<file path="config.mk">
export PLATFORM = sky130hd
export DESIGN_NAME = if_id_stage_flat
export DESIGN_NICKNAME = d
export VERILOG_FILES = /design/src/rtl/mips_pkg.sv /design/src/rtl/if_id_stage_if.sv /design/src/rtl/if_skid_buf.sv /design/src/rtl/if_id_stage.sv /design/src/flat_wrapper.sv
export SDC_FILE = /design/constraint.sdc
export NUM_CORES = 1
export LEC_CHECK = 0
export BUFFER_PORTS_ARGS = -buffer_cell sky130_fd_sc_hd__buf_2
export CAP_MARGIN = 20
export CELL_PAD_IN_SITES_DETAIL_PLACEMENT = 1
export CELL_PAD_IN_SITES_GLOBAL_PLACEMENT = 1
export CORE_UTILIZATION = 39
export CTS_BUF_LIST = sky130_fd_sc_hd__clkbuf_8
export CTS_CLUSTER_SIZE = 25
export DETAILED_ROUTE_END_ITERATION = 8
export PLACE_DENSITY_LB_ADDON = 0.2
export SYNTH_ARGS = -nofsm -noshare
export SYNTH_HDL_FRONTEND = slang
export SYNTH_SLANG_ARGS = --single-unit
</file>
<file path="constraint.sdc">
create_clock -name clk -period 3.3 [get_ports clk]
set_input_delay 0.495 -clock clk [delete_from_list [all_inputs] [get_ports clk]]
set_output_delay 0.495 -clock clk [all_outputs]
set_load 0.02 [all_outputs]
</file>
<file path="src/rtl/mips_pkg.sv">
// Shared types and constants for the fetch / IF-ID stage.
package mips_pkg;

   typedef enum logic [1:0] {
      FETCH = 2'd0,
      WAIT  = 2'd1,
      HOLD  = 2'd2,
      KILL  = 2'd3
   } if_state_t;

   localparam logic [31:0] NOP_INSTR = 32'h0000_0000;
   localparam logic [31:0] WORD_INC  = 32'd4;

   function automatic logic [31:0] sat_inc32(input logic [31:0] value);
      logic [31:0] result;
      if (value == 32'hFFFF_FFFF) begin
         result = value;
      end else begin
         result = value + 32'd1;
      end
      return result;
   endfunction

endpackage

</file>
<file path="src/rtl/if_id_stage_if.sv">
// Instruction-memory request/response bus between the fetch stage and memory.
interface if_id_stage_if;

   logic        imem_req;
   logic [31:0] imem_addr;
   logic        imem_rvalid;
   logic [31:0] imem_rdata;

   modport master (
      output imem_req,
      output imem_addr,
      input  imem_rvalid,
      input  imem_rdata
   );

   modport slave (
      input  imem_req,
      input  imem_addr,
      output imem_rvalid,
      output imem_rdata
   );

endinterface

</file>
<file path="src/rtl/if_skid_buf.sv">
// Single-entry skid buffer holding {instruction, pc+4} while decode is stalled.
module if_skid_buf (
   input  logic        clk,
   input  logic        rst_n,
   input  logic        load,
   input  logic        clear,
   input  logic [63:0] din,
   output logic [63:0] dout,
   output logic        valid
);

   logic [63:0] data_r;
   logic        valid_r;

   // Entry storage; clear wins over load.
   always_ff @(posedge clk or negedge rst_n) begin
      if (!rst_n) begin
         data_r  <= 64'd0;
         valid_r <= 1'b0;
      end else if (clear) begin
         data_r  <= 64'd0;
         valid_r <= 1'b0;
      end else if (load) begin
         data_r  <= din;
         valid_r <= 1'b1;
      end else begin
         data_r  <= data_r;
         valid_r <= valid_r;
      end
   end

   assign dout  = data_r;
   assign valid = valid_r;

endmodule

</file>
<file path="src/rtl/if_id_stage.sv">
// Fetch FSM with one outstanding imem request, skid buffer and IF/ID register.
// Optional performance counters are enabled by defining IF_PERF_CNT_EN.
module if_id_stage
   import mips_pkg::*;
#(
   parameter logic [31:0] RESET_PC = 32'h0000_0000
) (
   input  logic          clk,
   input  logic          rst_n,
   input  logic          stall_D,
   input  logic          redirect_X,
   input  logic [31:0]   target_X,
   if_id_stage_if.master imem,
   output logic [31:0]   Ins_D,
   output logic [31:0]   PC_plus4_D,
   output logic          valid_D
`ifdef IF_PERF_CNT_EN
   ,
   output logic [31:0]   stall_cnt,
   output logic [31:0]   kill_cnt
`endif
);

   if_state_t   state_r;
   if_state_t   state_s;
   logic [31:0] pc_r;
   logic [31:0] pc_s;
   logic [31:0] pc_plus4_s;
   logic        fresh_r;
   logic        req_s;
   logic        discard_s;
   logic        load_s;
   logic [31:0] load_ins_s;
   logic [31:0] load_pc4_s;
   logic        skid_load_s;
   logic        skid_clear_s;
   logic [63:0] skid_data_s;
   logic        skid_valid_s;
   logic [31:0] ins_r;
   logic [31:0] pc4_r;
   logic        valid_r;

   assign pc_plus4_s = pc_r + WORD_INC;

   if_skid_buf u_skid (
      .clk   (clk),
      .rst_n (rst_n),
      .load  (skid_load_s),
      .clear (skid_clear_s),
      .din   ({imem.imem_rdata, pc_plus4_s}),
      .dout  (skid_data_s),
      .valid (skid_valid_s)
   );

   // Next-state, pc and IF/ID load decode.
   always_comb begin
      state_s      = state_r;
      pc_s         = pc_r;
      req_s        = 1'b0;
      discard_s    = 1'b0;
      load_s       = 1'b0;
      load_ins_s   = imem.imem_rdata;
      load_pc4_s   = pc_plus4_s;
      skid_load_s  = 1'b0;
      skid_clear_s = 1'b0;
      case (state_r)
         FETCH: begin
            // A response in the first cycle after reset belongs to a pre-reset request.
            if (fresh_r && imem.imem_rvalid) begin
               discard_s = 1'b1;
               state_s   = FETCH;
               if (redirect_X) begin
                  pc_s = target_X;
               end else begin
                  pc_s = pc_r;
               end
            end else begin
               req_s = 1'b1;
               if (redirect_X) begin
                  pc_s    = target_X;
                  state_s = KILL;
               end else begin
                  state_s = WAIT;
               end
            end
         end
         WAIT: begin
            if (redirect_X) begin
               pc_s = target_X;
               if (imem.imem_rvalid) begin
                  discard_s = 1'b1;
                  state_s   = FETCH;
               end else begin
                  state_s = KILL;
               end
            end else if (imem.imem_rvalid) begin
               if (stall_D) begin
                  skid_load_s = 1'b1;
                  state_s     = HOLD;
               end else begin
                  load_s  = 1'b1;
                  pc_s    = pc_plus4_s;
                  state_s = FETCH;
               end
            end else begin
               state_s = WAIT;
            end
         end
         HOLD: begin
            if (redirect_X) begin
               skid_clear_s = 1'b1;
               pc_s         = target_X;
               state_s      = FETCH;
            end else if (!stall_D) begin
               load_s       = skid_valid_s;
               load_ins_s   = skid_data_s[63:32];
               load_pc4_s   = skid_data_s[31:0];
               skid_clear_s = 1'b1;
               pc_s         = pc_plus4_s;
               state_s      = FETCH;
            end else begin
               state_s = HOLD;
            end
         end
         KILL: begin
            // With the stale response consumed there is nothing left to wait for.
            if (imem.imem_rvalid) begin
               discard_s = 1'b1;
               state_s   = FETCH;
            end else begin
               state_s = KILL;
            end
            if (redirect_X) begin
               pc_s = target_X;
            end else begin
               pc_s = pc_r;
            end
         end
         default: begin
            state_s = FETCH;
         end
      endcase
   end

   // FSM state, fetch pc and post-reset flag.
   always_ff @(posedge clk or negedge rst_n) begin
      if (!rst_n) begin
         state_r <= FETCH;
         pc_r    <= RESET_PC;
         fresh_r <= 1'b1;
      end else begin
         state_r <= state_s;
         pc_r    <= pc_s;
         fresh_r <= 1'b0;
      end
   end

   // IF/ID register: redirect flush > stall hold > load > bubble.
   always_ff @(posedge clk or negedge rst_n) begin
      if (!rst_n) begin
         ins_r   <= NOP_INSTR;
         pc4_r   <= 32'd0;
         valid_r <= 1'b0;
      end else if (redirect_X) begin
         ins_r   <= NOP_INSTR;
         pc4_r   <= pc4_r;
         valid_r <= 1'b0;
      end else if (stall_D) begin
         ins_r   <= ins_r;
         pc4_r   <= pc4_r;
         valid_r <= valid_r;
      end else if (load_s) begin
         ins_r   <= load_ins_s;
         pc4_r   <= load_pc4_s;
         valid_r <= 1'b1;
      end else begin
         ins_r   <= NOP_INSTR;
         pc4_r   <= pc4_r;
         valid_r <= 1'b0;
      end
   end

   assign imem.imem_req  = rst_n & req_s;
   assign imem.imem_addr = pc_r;
   assign Ins_D          = ins_r;
   assign PC_plus4_D     = pc4_r;
   assign valid_D        = valid_r;

`ifdef IF_PERF_CNT_EN
   logic [31:0] stall_cnt_r;
   logic [31:0] kill_cnt_r;

   // Saturating HOLD-cycle and discarded-response counters.
   always_ff @(posedge clk or negedge rst_n) begin
      if (!rst_n) begin
         stall_cnt_r <= 32'd0;
         kill_cnt_r  <= 32'd0;
      end else begin
         if (state_r == HOLD) begin
            stall_cnt_r <= sat_inc32(stall_cnt_r);
         end else begin
            stall_cnt_r <= stall_cnt_r;
         end
         if (discard_s) begin
            kill_cnt_r <= sat_inc32(kill_cnt_r);
         end else begin
            kill_cnt_r <= kill_cnt_r;
         end
      end
   end

   assign stall_cnt = stall_cnt_r;
   assign kill_cnt  = kill_cnt_r;
`else
   logic unused_discard_s;
   assign unused_discard_s = discard_s;
`endif

endmodule

</file>
<file path="src/flat_wrapper.sv">
// flat-port wrapper written by rule: the top's interface ports become plain ports
module if_id_stage_flat import mips_pkg::*;
#(
   parameter logic [31:0] RESET_PC = 32'h0000_0000
)
  (clk, rst_n, stall_D, redirect_X, target_X, Ins_D, PC_plus4_D, valid_D, imem_imem_req, imem_imem_addr, imem_imem_rvalid, imem_imem_rdata);
  if_id_stage_if imem_i ();
  input  logic clk;
  input  logic rst_n;
  input  logic stall_D;
  input  logic redirect_X;
  input  logic [31:0] target_X;
  output logic [31:0] Ins_D;
  output logic [31:0] PC_plus4_D;
  output logic valid_D;
  output wire logic [$bits(imem_i.imem_req)-1:0] imem_imem_req;
  output wire logic [$bits(imem_i.imem_addr)-1:0] imem_imem_addr;
  input wire logic [$bits(imem_i.imem_rvalid)-1:0] imem_imem_rvalid;
  input wire logic [$bits(imem_i.imem_rdata)-1:0] imem_imem_rdata;
  assign imem_imem_req = imem_i.imem_req;
  assign imem_imem_addr = imem_i.imem_addr;
  assign imem_i.imem_rvalid = imem_imem_rvalid;
  assign imem_i.imem_rdata = imem_imem_rdata;
  if_id_stage #(.RESET_PC(RESET_PC)) u_core (.clk(clk), .rst_n(rst_n), .stall_D(stall_D), .redirect_X(redirect_X), .target_X(target_X), .imem(imem_i), .Ins_D(Ins_D), .PC_plus4_D(PC_plus4_D), .valid_D(valid_D));
endmodule
</file>
## Word level (Yosys, flattened, before mapping)

Index checks and enable logic that the tools add are counted.

- Output and inout bits: 98
- Input bits: 69
- Register bits: 165
- Word-level logic and storage cells: 64

- Reductions and logical operators: 6
- Equal/unequal tests: 6
- $add $sub $neg: 1
- Multiplexer cells: 40
- Bitwise gates (word level): 3

Operator list:

| cell | number |
|---|---|
| 32-bit two-way mux | 10 |
| 64-bit two-way mux | 2 |
| 32-bit case mux with 3 select lines | 1 |
| 32-bit by 3-bit adder with 32-bit output, second input constant | 1 |
| 1-bit two-way mux | 18 |
| 2-bit two-way mux | 7 |
| 2-bit case mux with 4 select lines | 1 |
| 2-bit equality test, second input constant | 2 |
| 2-bit by 1-bit inequality test with 1-bit output, second input constant | 2 |
| 3-bit inequality test, second input constant | 1 |
| 3-bit AND reduction | 1 |
| 2-bit by 1-bit equality test with 1-bit output, second input constant | 1 |
| 2-bit zero test | 1 |
| 1-bit inverter | 2 |
| 1-bit case mux with 2 select lines | 1 |
| 2-bit AND reduction | 1 |
| 2-bit nonzero test | 1 |
| 2-bit OR reduction | 1 |
| 1-bit AND | 1 |
| 1-bit logical AND | 1 |

## Longest topological paths before layout

- Word-level depth: 7
- Gate-level depth with buffers: 9
- Mapped depth without buffers: 7

## Hierarchy

Synthesis repeated with hierarchy kept, for this count alone.

- Cell total of the unflattened synthesis: 852
- Area total of the unflattened synthesis: 8,373.0 um2

Modules (own cells, without submodules):

| module | times used | sequential area each (um2) | area an instance (um2) | cells an instance |
|---|---|---|---|---|
| if_id_stage | 1 | 2,503.7 | 5,736.8 | 643 |
| if_skid_buf | 1 | 1,626.6 | 2,636.3 | 209 |

## Worst setup path after synthesis

Ideal clock, no wire load.

- Kind: reg-to-reg
- Start point: reg u_core.pc_r[2] (netlist: u_core.imem.imem_addr[2])
- End point: reg u_core.pc4_r[22] (netlist: u_core.PC_plus4_D[22])
- Setup time: 124 ps
- Cell stages (with the launch flop): 8
- Setup slack: 1,284 ps
- Period minus slack after synthesis: 2,016 ps
- Arrival time: 1,892 ps
- Data required time: 3,176 ps
- Buffers on the path: 1
- Cell sequence: dfrtp_1 > ha_1 > nand3_1 > or2_4 > buf_2 > o31a_1 > nor3_1 > o21ai_1

- Longest elaborated chain between the ends: 2

RTL lines:

| item | line | RTL |
|---|---|---|
| start, declared | if_id_stage.sv:26 | `logic [31:0] pc_r;` |
| start signal, assigned | if_id_stage.sv:153 | `pc_r <= pc_s;` |
| 32-bit by 3-bit adder with 32-bit output | if_id_stage.sv:43 | `assign pc_plus4_s = pc_r + WORD_INC;` |
| 32-bit two-way mux | if_id_stage.sv:66 | `case (state_r)` |
| end signal, assigned | if_id_stage.sv:166 | `pc4_r <= pc4_r;` |
| end signal, assigned | if_id_stage.sv:170 | `pc4_r <= pc4_r;` |
| end signal, assigned | if_id_stage.sv:174 | `pc4_r <= load_pc4_s;` |
| end, declared | if_id_stage.sv:40 | `logic [31:0] pc4_r;` |

No other way between the ends.
A chain may end at the register's enable or synchronous reset.

## Final worst setup path

- Start point: reg u_core.state_r[0]
- End point: reg u_core.pc4_r[12] (netlist: u_core.PC_plus4_D[12])

- Longest elaborated chain between the ends: 3
- Elaborated cells between the ends (all ways): 5
- Classes of those cells: 2 x eq/ne; 2 x mux; 1 x reduce/logical

RTL lines:

| item | line | RTL |
|---|---|---|
| start, declared | if_id_stage.sv:24 | `if_state_t state_r;` |
| start signal, assigned | if_id_stage.sv:152 | `state_r <= state_s;` |
| 2-bit equality test or 2-bit by 1-bit equality test with 1-bit output (tied branches) | if_id_stage.sv:66 |  |
| 1-bit case mux with 2 select lines | if_id_stage.sv:66 |  |
| 3-bit AND reduction (no line) | n/a |  |

Several ways; a longest one is shown, not always the timed one.

==> impl_results.md <==
* Resized Gates After CTS at 0
* Vias at 6,781
* Final net count at 1,031
* Row cnt at 51
* EDFF count, synth at 0
* Die Area at 20,900 sq um
* Syn Nets at 892
* Critical path class: reg2reg
* Peak per-stage delay on the critical path at 740 ps
* Synthesized area per cell at 9.705 sq um
* Remaining DRCs at 0
* Critical Path AT at 2920 ps
* Overflow after GRT at 0
* Core area at between 15,000 and 20,000 sq um
* Syn. warnings at 0
* Total iterations of the first detailed-routing run at 4
* Design area at 9438 sq um
* Clock Skews at 14.90 ps
* Clock tree root driver cell: clkbuf_8
* Share of layout cells above drive strength 1 at 24.56%
* Crit path max-delay family: simple AND/OR/NAND/NOR gates
* Crit share post-route at 79.16%
* Tot Pwr at 8367 uW
* CP Capture Type: flip-flop
* CP startpoint kind: flip-flop
* Routed WL per cell at 19.18 um
* RSZ-0062 raised after global routing: false
* Clock Latency Late Sink at between 400 and 500 ps
* Antenna violations before repair at 0
* HPWL after detailed placement at about 16,000 um
* Horizontal die dimension at 144.6 um
* Post-synth top flop: dfrtp_1
* Outcome: completed
* Gpl congestion at 0.8279
* Vias per cell at 5.495
* Fmax at approximately 0.38 GHz
* IO buf count at 166
* Max-cap check violation count at 0
* CTS Sinks at approximately 170
* Post-Route WL at 23,670 um
* Worst Tran Pin Value at roughly 960 ps
* Slew HR at between 30% and 40%
* # IOs at 167
* Final ANT Viol Nets at 0
* Critical-path cell list: inv_1, ha_4, a22oi_1, or3_2, buf_4, a21oi_1, o21ai_0
* Critical-path cell with the highest stage delay: or3_2
* Synth Instances at 817
* Tot GR Track Use at 24.08%
* Tightest Hold Check Type: in2reg
* Top fanout value on the critical path at 28
* Cell variety after synth at 54
* Ant diodes at 0
* Chip height at 144.6 um
* Final setup viols at 0
* LEAKAGE at 0.004419 uW
* Cell Pwr Density at 886.6 nW/um^2
* Worst vdd ir at 396.4 uV
* Mapped cell area at 7929 sq um
* Worst path bufs/invs at 2
* Vias in the first global route at roughly 7,000
* Total negative setup slack at 0 ps
* Fraction of registers with async set or reset after synthesis at 100.0%
* Seq/Total Area, Yosys at 52.09%
* Dpl cell area at 9015 sq um
* Pin count of the biggest net entering global routing at 123
* Clock Path Buffers at 2
* Initial core utilization at around two fifths
* Initial DRC count at 286
* TritonCTS clock tree: built
* Hold Violations, Final at 0
* First-pass GRT wire length at 38,380 um
* Worst-path clk slew at 90 ps
* Post-synthesis register bit count at 165
* Max Slew Vio Count at 0
* TritonCTS buffer count at 17
* Min Tclk post-route at 2612 ps
* CP required at 3610 ps
* Final core occ at 47.86%
* CTS H-tree lvls at 4
* Area delta synth->final at 19.03%
[worst paths after layout]
check	end	startpoint	cells after the start	slack, ps
setup / recovery	u_core.PC_plus4_D[12]	u_core.state_r[0]	7	690
hold / removal	u_core.imem.imem_addr[2]	target_X[2]	3	260
setup reg to reg	u_core.PC_plus4_D[12]	u_core.state_r[0]	7	690
hold reg to reg	u_core.u_skid.dout[19]	u_core.u_skid.dout[19]	2	480
max in group asynchronous	u_core.u_skid.dout[18]	rst_n	3	1720
min in group asynchronous	u_core.u_skid.dout[36]	rst_n	2	520
[cells by family (layout without fill, tap and decap cells)]
family          Yosys count  count (layout)  share of synthesized area [%]
mux                      42              42                          5.365
flops                   165             165                          52.09
other cells               1               1                        0.04730
simple gates            262             262                          16.36
xor+xnor                 22              22                          2.430
buf+inv                  74             226                          3.803
compound gates          245             245                          18.95
fa+ha+maj                 6               6                         0.9468
[per-stage QoR]
step / instances / hold slack (ps) / setup WS, ps
after floorplan: 817 / 199.4 / 1284
after global placement: 1201 / 453.3 / 774.2
after detailed placement: 1201 / 452.7 / 708.0
after CTS: 1234 / 231.9 / 655.6
after global routing: 1234 / 243.6 / 531.0
final: 1234 / 258.2 / 687.6
[worst min-delay path: stages]
cell and delay (ps):
buf_2 80, nand2_1 40, o21ai_0 60
[cells in the final DEF (no fill, tap or decap), drive strengths merged, types with 4 or more instances in the layout]
cell     Yosys  routed
buf         20     183
o21ai      114     114
nand3       25      25
ha           6       6
nand4       13      13
a22oi        8       8
mux2         4       4
mux2i       38      38
xnor2       13      13
nand2b       4       4
nand2      124     124
o22ai       14      14
a22o        37      37
clkbuf      44      18
a21oi       42      42
and4         8       8
nor4         9       9
nor2        35      35
dfrtp      164     164
inv         10      17
and3        16      16
nor3        16      16
a31oi        5       5
a2bb2oi     12      12
clkinv       0       4
xor2         9       9
or3          5       5
[power breakdown]
group / internal (uW) / switching (uW) / leakage (uW)
clock: 718 / 825 / 0.000209
sequential: 2710 / 738 / 0.00216
combinational: 1270 / 2110 / 0.00205
total: 4700 / 3670 / 0.00442
[state kept, by name, indices dropped and copies added (netlist names)]
name / flops
u_core.u_skid.valid: 1
u_core.Ins_D: 32
u_core.state_r: 2
u_core.u_skid.dout: 64
u_core.fresh_r: 1
u_core.imem.imem_addr: 32
u_core.PC_plus4_D: 32
u_core.valid_D: 1
[what timing repair did]
action,CTS,global route
buffers inserted,0,0
hold buffers,1,0
hold endpoints to repair,42,0
endpoints found under the setup margin,0,0
[synth_stat cells, types with 2 or more instances]
| cell | n | area share [%] |
|---|---|---|
| a21oi_1 | 42 | 2.7 |
| a22o_1 | 37 | 4.1 |
| a22oi_1 | 8 | 0.76 |
| a2bb2oi_1 | 12 | 1.3 |
| a31oi_1 | 5 | 0.39 |
| a41oi_1 | 2 | 0.22 |
| and3_1 | 16 | 1.3 |
| and4_1 | 8 | 0.88 |
| buf_1 | 2 | 0.095 |
| buf_2 | 18 | 1.1 |
| clkbuf_1 | 43 | 2.0 |
| dfrtp_1 | 164 | 52 |
| ha_1 | 6 | 0.95 |
| inv_1 | 10 | 0.47 |
| mux2_2 | 4 | 0.57 |
| mux2i_1 | 38 | 4.8 |
| nand2_1 | 124 | 5.9 |
| nand2b_1 | 4 | 0.32 |
| nand3_1 | 25 | 1.6 |
| nand4_1 | 11 | 0.87 |
| nor2_1 | 34 | 1.6 |
| nor2b_1 | 2 | 0.16 |
| nor3_1 | 14 | 0.88 |
| nor3_2 | 2 | 0.25 |
| nor4_1 | 5 | 0.39 |
| nor4_2 | 2 | 0.32 |
| nor4_4 | 2 | 0.54 |
| o21ai_0 | 108 | 6.8 |
| o21ai_1 | 6 | 0.38 |
| o22ai_1 | 14 | 1.1 |
| o31a_1 | 2 | 0.22 |
| or3_1 | 5 | 0.39 |
| xnor2_1 | 13 | 1.4 |
| xor2_1 | 9 | 0.99 |
[area by class of cell]
class                   instances  area [sq um]
well taps                     265         331.6
fillers                      2322         10280
clock inverters                14         165.2
multi-input cells             578          3538
flip-flops and latches        165          4130
repair buffers                184         987.2
inverters                      10         37.54
clock buffers                  18         247.7
[routing by layer]
layer | GRT usage, % | share of wire, % | up-vias
met3 | 3.742 | 3.9 | 27
met2 | 38.87 | 46 | 154
li1 | - | - | 3209
met1 | 33.38 | 48 | 3391
met4 | 6.870 | 1.5 | 0
met5 | 0 | 0 | -
Note: power is estimated with default switching activity, not from simulation.
